===== config.mk =====
export PLATFORM = sky130hd
export DESIGN_NAME = booth_r4_seq
export DESIGN_NICKNAME = d
export VERILOG_FILES = /design/src/rtl/booth_pkg.sv /design/src/rtl/booth_r4_enc.sv /design/src/rtl/booth_r4_seq.sv
export SDC_FILE = /design/constraint.sdc
export NUM_CORES = 1
export LEC_CHECK = 0
export ABC_AREA = 0
export ABC_CLOCK_PERIOD_IN_PS = 6200
export BUFFER_PORTS_ARGS = -buffer_cell sky130_fd_sc_hd__buf_2
export CORE_ASPECT_RATIO = 0.75
export CORE_MARGIN = 4
export CORE_UTILIZATION = 50
export DETAILED_ROUTE_END_ITERATION = 12
export HOLD_SLACK_MARGIN = 0.12
export PLACE_DENSITY = 0.7
export SYNTH_ARGS = -nofsm -noshare
export SYNTH_HDL_FRONTEND = slang
export SYNTH_SLANG_ARGS = --single-unit
export TNS_END_PERCENT = 5

===== constraint.sdc =====
create_clock -name clk -period 6.2 [get_ports clk]
set_input_delay 0.93 -clock clk [delete_from_list [all_inputs] [get_ports clk]]
set_output_delay 0.93 -clock clk [all_outputs]
set_load 0.01 [all_outputs]

===== src/rtl/booth_pkg.sv =====
// Shared types and constants for the radix-4 Booth multiplier.
package booth_pkg;

  localparam int DEFAULT_WIDTH = 16;

  typedef enum logic [1:0] {
    IDLE = 2'd0,
    CALC = 2'd1,
    DONE = 2'd2
  } state_t;

  typedef struct packed {
    logic neg;
    logic one;
    logic two;
  } booth_digit_t;

endpackage


===== src/rtl/booth_r4_enc.sv =====
// Radix-4 Booth recoder: multiplier triplet to {neg, one, two} digit select.
module booth_r4_enc
  import booth_pkg::*;
(
  input  logic [2:0]   i_triplet,
  output booth_digit_t o_digit
);

  // 111 is -0; neg is cleared so the adder sees a plain zero
  always_comb begin
    o_digit = '0;
    unique case (i_triplet)
      3'b001, 3'b010: o_digit.one = 1'b1;
      3'b011:         o_digit.two = 1'b1;
      3'b100:         begin o_digit.neg = 1'b1; o_digit.two = 1'b1; end
      3'b101, 3'b110: begin o_digit.neg = 1'b1; o_digit.one = 1'b1; end
      default:        o_digit = '0;
    endcase
  end

endmodule


===== src/rtl/booth_r4_seq.sv =====
// Iterative signed radix-4 Booth multiplier, one digit per cycle on a shared adder.
// Optional BOOTH_EARLY_EXIT_EN ends CALC once the remaining multiplier digits are all zero.
module booth_r4_seq
  import booth_pkg::*;
#(
  parameter int WIDTH = DEFAULT_WIDTH,
  parameter int CNT_W = $clog2(WIDTH/2) + 1
) (
  input  logic                 clk,
  input  logic                 rst_n,
  input  logic                 in_valid,
  output logic                 in_ready,
  input  logic [WIDTH-1:0]     a,
  input  logic [WIDTH-1:0]     b,
  output logic                 out_valid,
  input  logic                 out_ready,
  output logic [2*WIDTH-1:0]   product,
  output logic                 busy
);

  localparam logic [CNT_W-1:0] LAST_CNT = CNT_W'(WIDTH/2 - 1);

  state_t               r_state;
  logic [2*WIDTH-1:0]   r_mcand;
  logic [WIDTH:0]       r_mplier;
  logic [2*WIDTH-1:0]   r_acc;
  logic [CNT_W-1:0]     r_cnt;

  booth_digit_t         w_digit;
  logic [2*WIDTH-1:0]   w_sel;
  logic [2*WIDTH-1:0]   w_addend;
  logic [2*WIDTH-1:0]   w_sum;
  logic                 w_last;

  // mcand shifts left by 2 and mplier right by 2 each cycle, so the
  // current digit is always at mplier[2:0] and needs no 2i shifter
  booth_r4_enc u_enc (
    .i_triplet (r_mplier[2:0]),
    .o_digit   (w_digit)
  );

  always_comb begin
    w_sel = '0;
    if (w_digit.two)
      w_sel = r_mcand << 1;
    else if (w_digit.one)
      w_sel = r_mcand;
    w_addend = w_digit.neg ? ~w_sel : w_sel;
    w_sum    = r_acc + w_addend + {{(2*WIDTH-1){1'b0}}, w_digit.neg};
  end

`ifdef BOOTH_EARLY_EXIT_EN
  assign w_last = (r_cnt == LAST_CNT) | (&r_mplier[WIDTH:2]) | ~(|r_mplier[WIDTH:2]);
`else
  assign w_last = (r_cnt == LAST_CNT);
`endif

  always_ff @(posedge clk or negedge rst_n) begin
    if (!rst_n) begin
      r_state  <= IDLE;
      r_mcand  <= '0;
      r_mplier <= '0;
      r_acc    <= '0;
      r_cnt    <= '0;
    end else begin
      unique case (r_state)
        IDLE: begin
          if (in_valid) begin
            r_mcand  <= {{WIDTH{a[WIDTH-1]}}, a};
            r_mplier <= {b, 1'b0};
            r_acc    <= '0;
            r_cnt    <= '0;
            r_state  <= CALC;
          end
        end
        CALC: begin
          r_acc    <= w_sum;
          r_mcand  <= r_mcand << 2;
          r_mplier <= {{2{r_mplier[WIDTH]}}, r_mplier[WIDTH:2]};
          r_cnt    <= r_cnt + CNT_W'(1);
          if (w_last)
            r_state <= DONE;
        end
        DONE: begin
          if (out_ready)
            r_state <= IDLE;
        end
        default: r_state <= IDLE;
      endcase
    end
  end

  assign in_ready  = (r_state == IDLE);
  assign busy      = (r_state == CALC);
  assign out_valid = (r_state == DONE);
  assign product   = r_acc;

endmodule


==> impl_results.md <==
- Setup Buffers After CTS: 0
- Total gr overflow: 0
- Fill count: 960
- I/O pin total: 71
- Gp weighted congestion: 0.980
- Skew final: 5.54 ps
- CP max stage delay: 960 ps
- Top cells by count, synth: dfrtp_1 (87), nand2_1 (81), o21ai_0 (73)
- Die ar.: 0.0132 mm²
- Die span in y: 100 µm
- Final setup vio count: 0
- Worst-Margin Slew: 1120 ps
- CP Capture Type: flip-flop
- Yosys warns: 0
- Final WL: 13700 µm
- Initial antenna violation count: 0
- Post-Syn Nets: 711
- Post-DR vias/cell: 5.96
- Maxcap violations: 0
- Ys flop type: dfrtp_1
- TritonRoute pass-1 iters: 5
- DRC errors left: 0
- Htree depth: 3
- Setup crit start kind: flip-flop
- Synth top area cells: dfrtp_1 (38%), ha_1 (9.2%), xor2_1 (7.1%), o21ai_0 (6.4%), a21oi_1 (5.5%)
- Fin crit period: 4650 ps
- Asr flop ratio synth: 100%
- Number of global-route vias before repair: 4786
- Final Cycle Share: 75.1%
- Hold_buf cts: 0
- DR WL/cell: 16.6 µm
- Initial Util: 51.6%
- Area growth from synthesis to layout: 12.4%
- Cell Chain, Critical Path: inv_1 > ha_1 > o31ai_4 > a31oi_1 > a21oi_1 > fa_1 > nand3b_1 > nand2_1 > a31oi_1 > o22ai_1 > a22o_1 > o21ai_0 > nand2b_1 > o31ai_1 > xor2_1 > o21ai_0
- Status: finished clean
- Cells after Synth: 632
- Rows: 33
- Setup TNS: 0 ps
- Top Family by Delay on Critical Path: compound AO/OA/AOI/OAI gates
- Vias: 4908
- First-pass GRT wire length: 23200 µm
- Critical path data arrival time: 4860 ps
- Final hold violations: 0
- Max Fclk: 0.215 GHz
- Post-synthesis cell type count: 46
- Netlist Area Pre-Place: 0.00569 mm²
- Die W: 131 µm
- Pin count of the biggest net entering global routing: 67
- PortBufs: 70
- PostCTS Resize Cnt: 0
- Clk root buf: clkbuf_16
- Seq/Total Area, Yosys: 38.3%
- Worst skew pair latency: 330 ps
- Core Area: 0.0110 mm²
- Hold Path Class: reg2reg
- Post-synth EDFFs: 0
- Final #Nets: 759
- CTS Buf Count: 9
- Total GRT Usage: 21.2%
- Unrepaired setup endpoints after global routing: false
- Register bit total from synthesis: 87
- CP Class: reg2reg
- Final Slew Violations: 0
- Buffer and inverter count on the worst path: 1
- Max_slew headroom: 24.7%
- Detailed Route Iter0 Violations: 336
- Critical Path Fanout Max: 18
- Routed Antenna Nets: 0
- CTS tree: done
- Hpwl dp: 9500 µm
- Layout cell share with drive strength beyond 1: 14.3%
- Reg clk slew, reported paths: 60 ps
- Highest-delay cell along the critical path: o31ai_4
- Share of the synthesized area in the top cell type: 38.3%
- Clock sink count: 87
- ANT cells: 0
- Clk buf depth: 2
- Syn Area/Cell: 9.00 µm²
- Worst EP required: 6400 ps
- Largest area contributor in the netlist: dfrtp_1
- Top-count cell post-synth: dfrtp_1
-- layer usage --
layer | GRT usage, % | routed length [µm] | vias up
li1 | - | - | 2397
met1 | 29.1 | 6580 | 2370
met2 | 35.3 | 6350 | 125
met3 | 3.81 | 590 | 16
met4 | 5.33 | 135 | 0
met5 | 0 | 0 | -
-- worst reg2reg max path, delay by kind of cell, from the launching register on --
family | cells | cell delay [ps]
compound gates | 9 | 2990
xor+xnor | 1 | 160
fa+ha+maj | 2 | 540
buf+inv | 1 | 90
flops | 1 | 400
simple gates | 3 | 360
-- final cells by class --
cell class / instances / area (µm²) / share of cell area (%)
repair buffers: 76 / 398 / 6.22
multi-input cells: 491 / 3330 / 52.1
clock inverters: 3 / 22.5 / 0.352
well taps: 140 / 175 / 2.74
flip-flops and latches: 87 / 2180 / 34.0
clock buffers: 11 / 233 / 3.64
inverters: 15 / 56.3 / 0.880
-- flip-flops by register name, indices dropped and copies added, names as in the netlist --
register	cells
r_mplier	17
product	32
r_state	2
r_mcand	32
r_cnt	4
-- logic make-up after synthesis --
group / count (synthesis) / synth area share [%]
AO/OA/AOI/OAI: 229 / 26.1
XOR/XNOR: 59 / 9.08
adder cells (fa/ha/maj): 43 / 9.59
buffers and inverters: 54 / 3.56
flip-flops: 87 / 38.3
multiplexers: 3 / 0.572
AND/OR/NAND/NOR: 157 / 12.9
-- cell usage in the layout (no fill, tap or decap), types with 13 or more instances in the layout --
master	count
a21oi_1	63
a221o_1	18
a22oi_1	28
and3_1	37
buf_2	69
dfrtp_1	87
ha_1	42
inv_1	15
nand2_1	81
nor2_1	14
o21ai_0	73
xnor2_1	13
xor2_1	46
-- final timing paths --
check                                              start  cells after the start  slack [ps]                        to
worst max-delay path             r_mplier[0]$_DFFE_PN0P_                     16        1550   product[26]$_DFFE_PN0P_
worst min-delay path            r_mplier[12]$_DFFE_PN0P_                      2         480  r_mplier[12]$_DFFE_PN0P_
worst max register to register   r_mplier[0]$_DFFE_PN0P_                     16        1550   product[26]$_DFFE_PN0P_
worst min register to register  r_mplier[12]$_DFFE_PN0P_                      2         480  r_mplier[12]$_DFFE_PN0P_
max in group asynchronous                          rst_n                      2        4610   r_mcand[11]$_DFFE_PN0P_
min in group asynchronous                          rst_n                      1         490   product[30]$_DFFE_PN0P_
-- through the flow --
stage / std cells / util (%) / hold WS [ps] / setup slack, ps / cell area (µm²)
5_1_grt: 823 / 58.0 / 505 / 1080 / 6390
2_1_floorplan: 632 / - / 450 / 2300 / 5690
3_5_place_dp: 809 / 55.7 / 475 / 1540 / 6140
3_3_place_gp: 809 / 55.7 / 462 / 1800 / 6140
4_1_cts: 823 / 58.0 / 489 / 1540 / 6390
6_report: 823 / 58.0 / 485 / 1550 / 6390
Power is left out: the tool's default activity adds up to more than one toggle a clock period on the data nets, which glitch-free logic cannot reach.
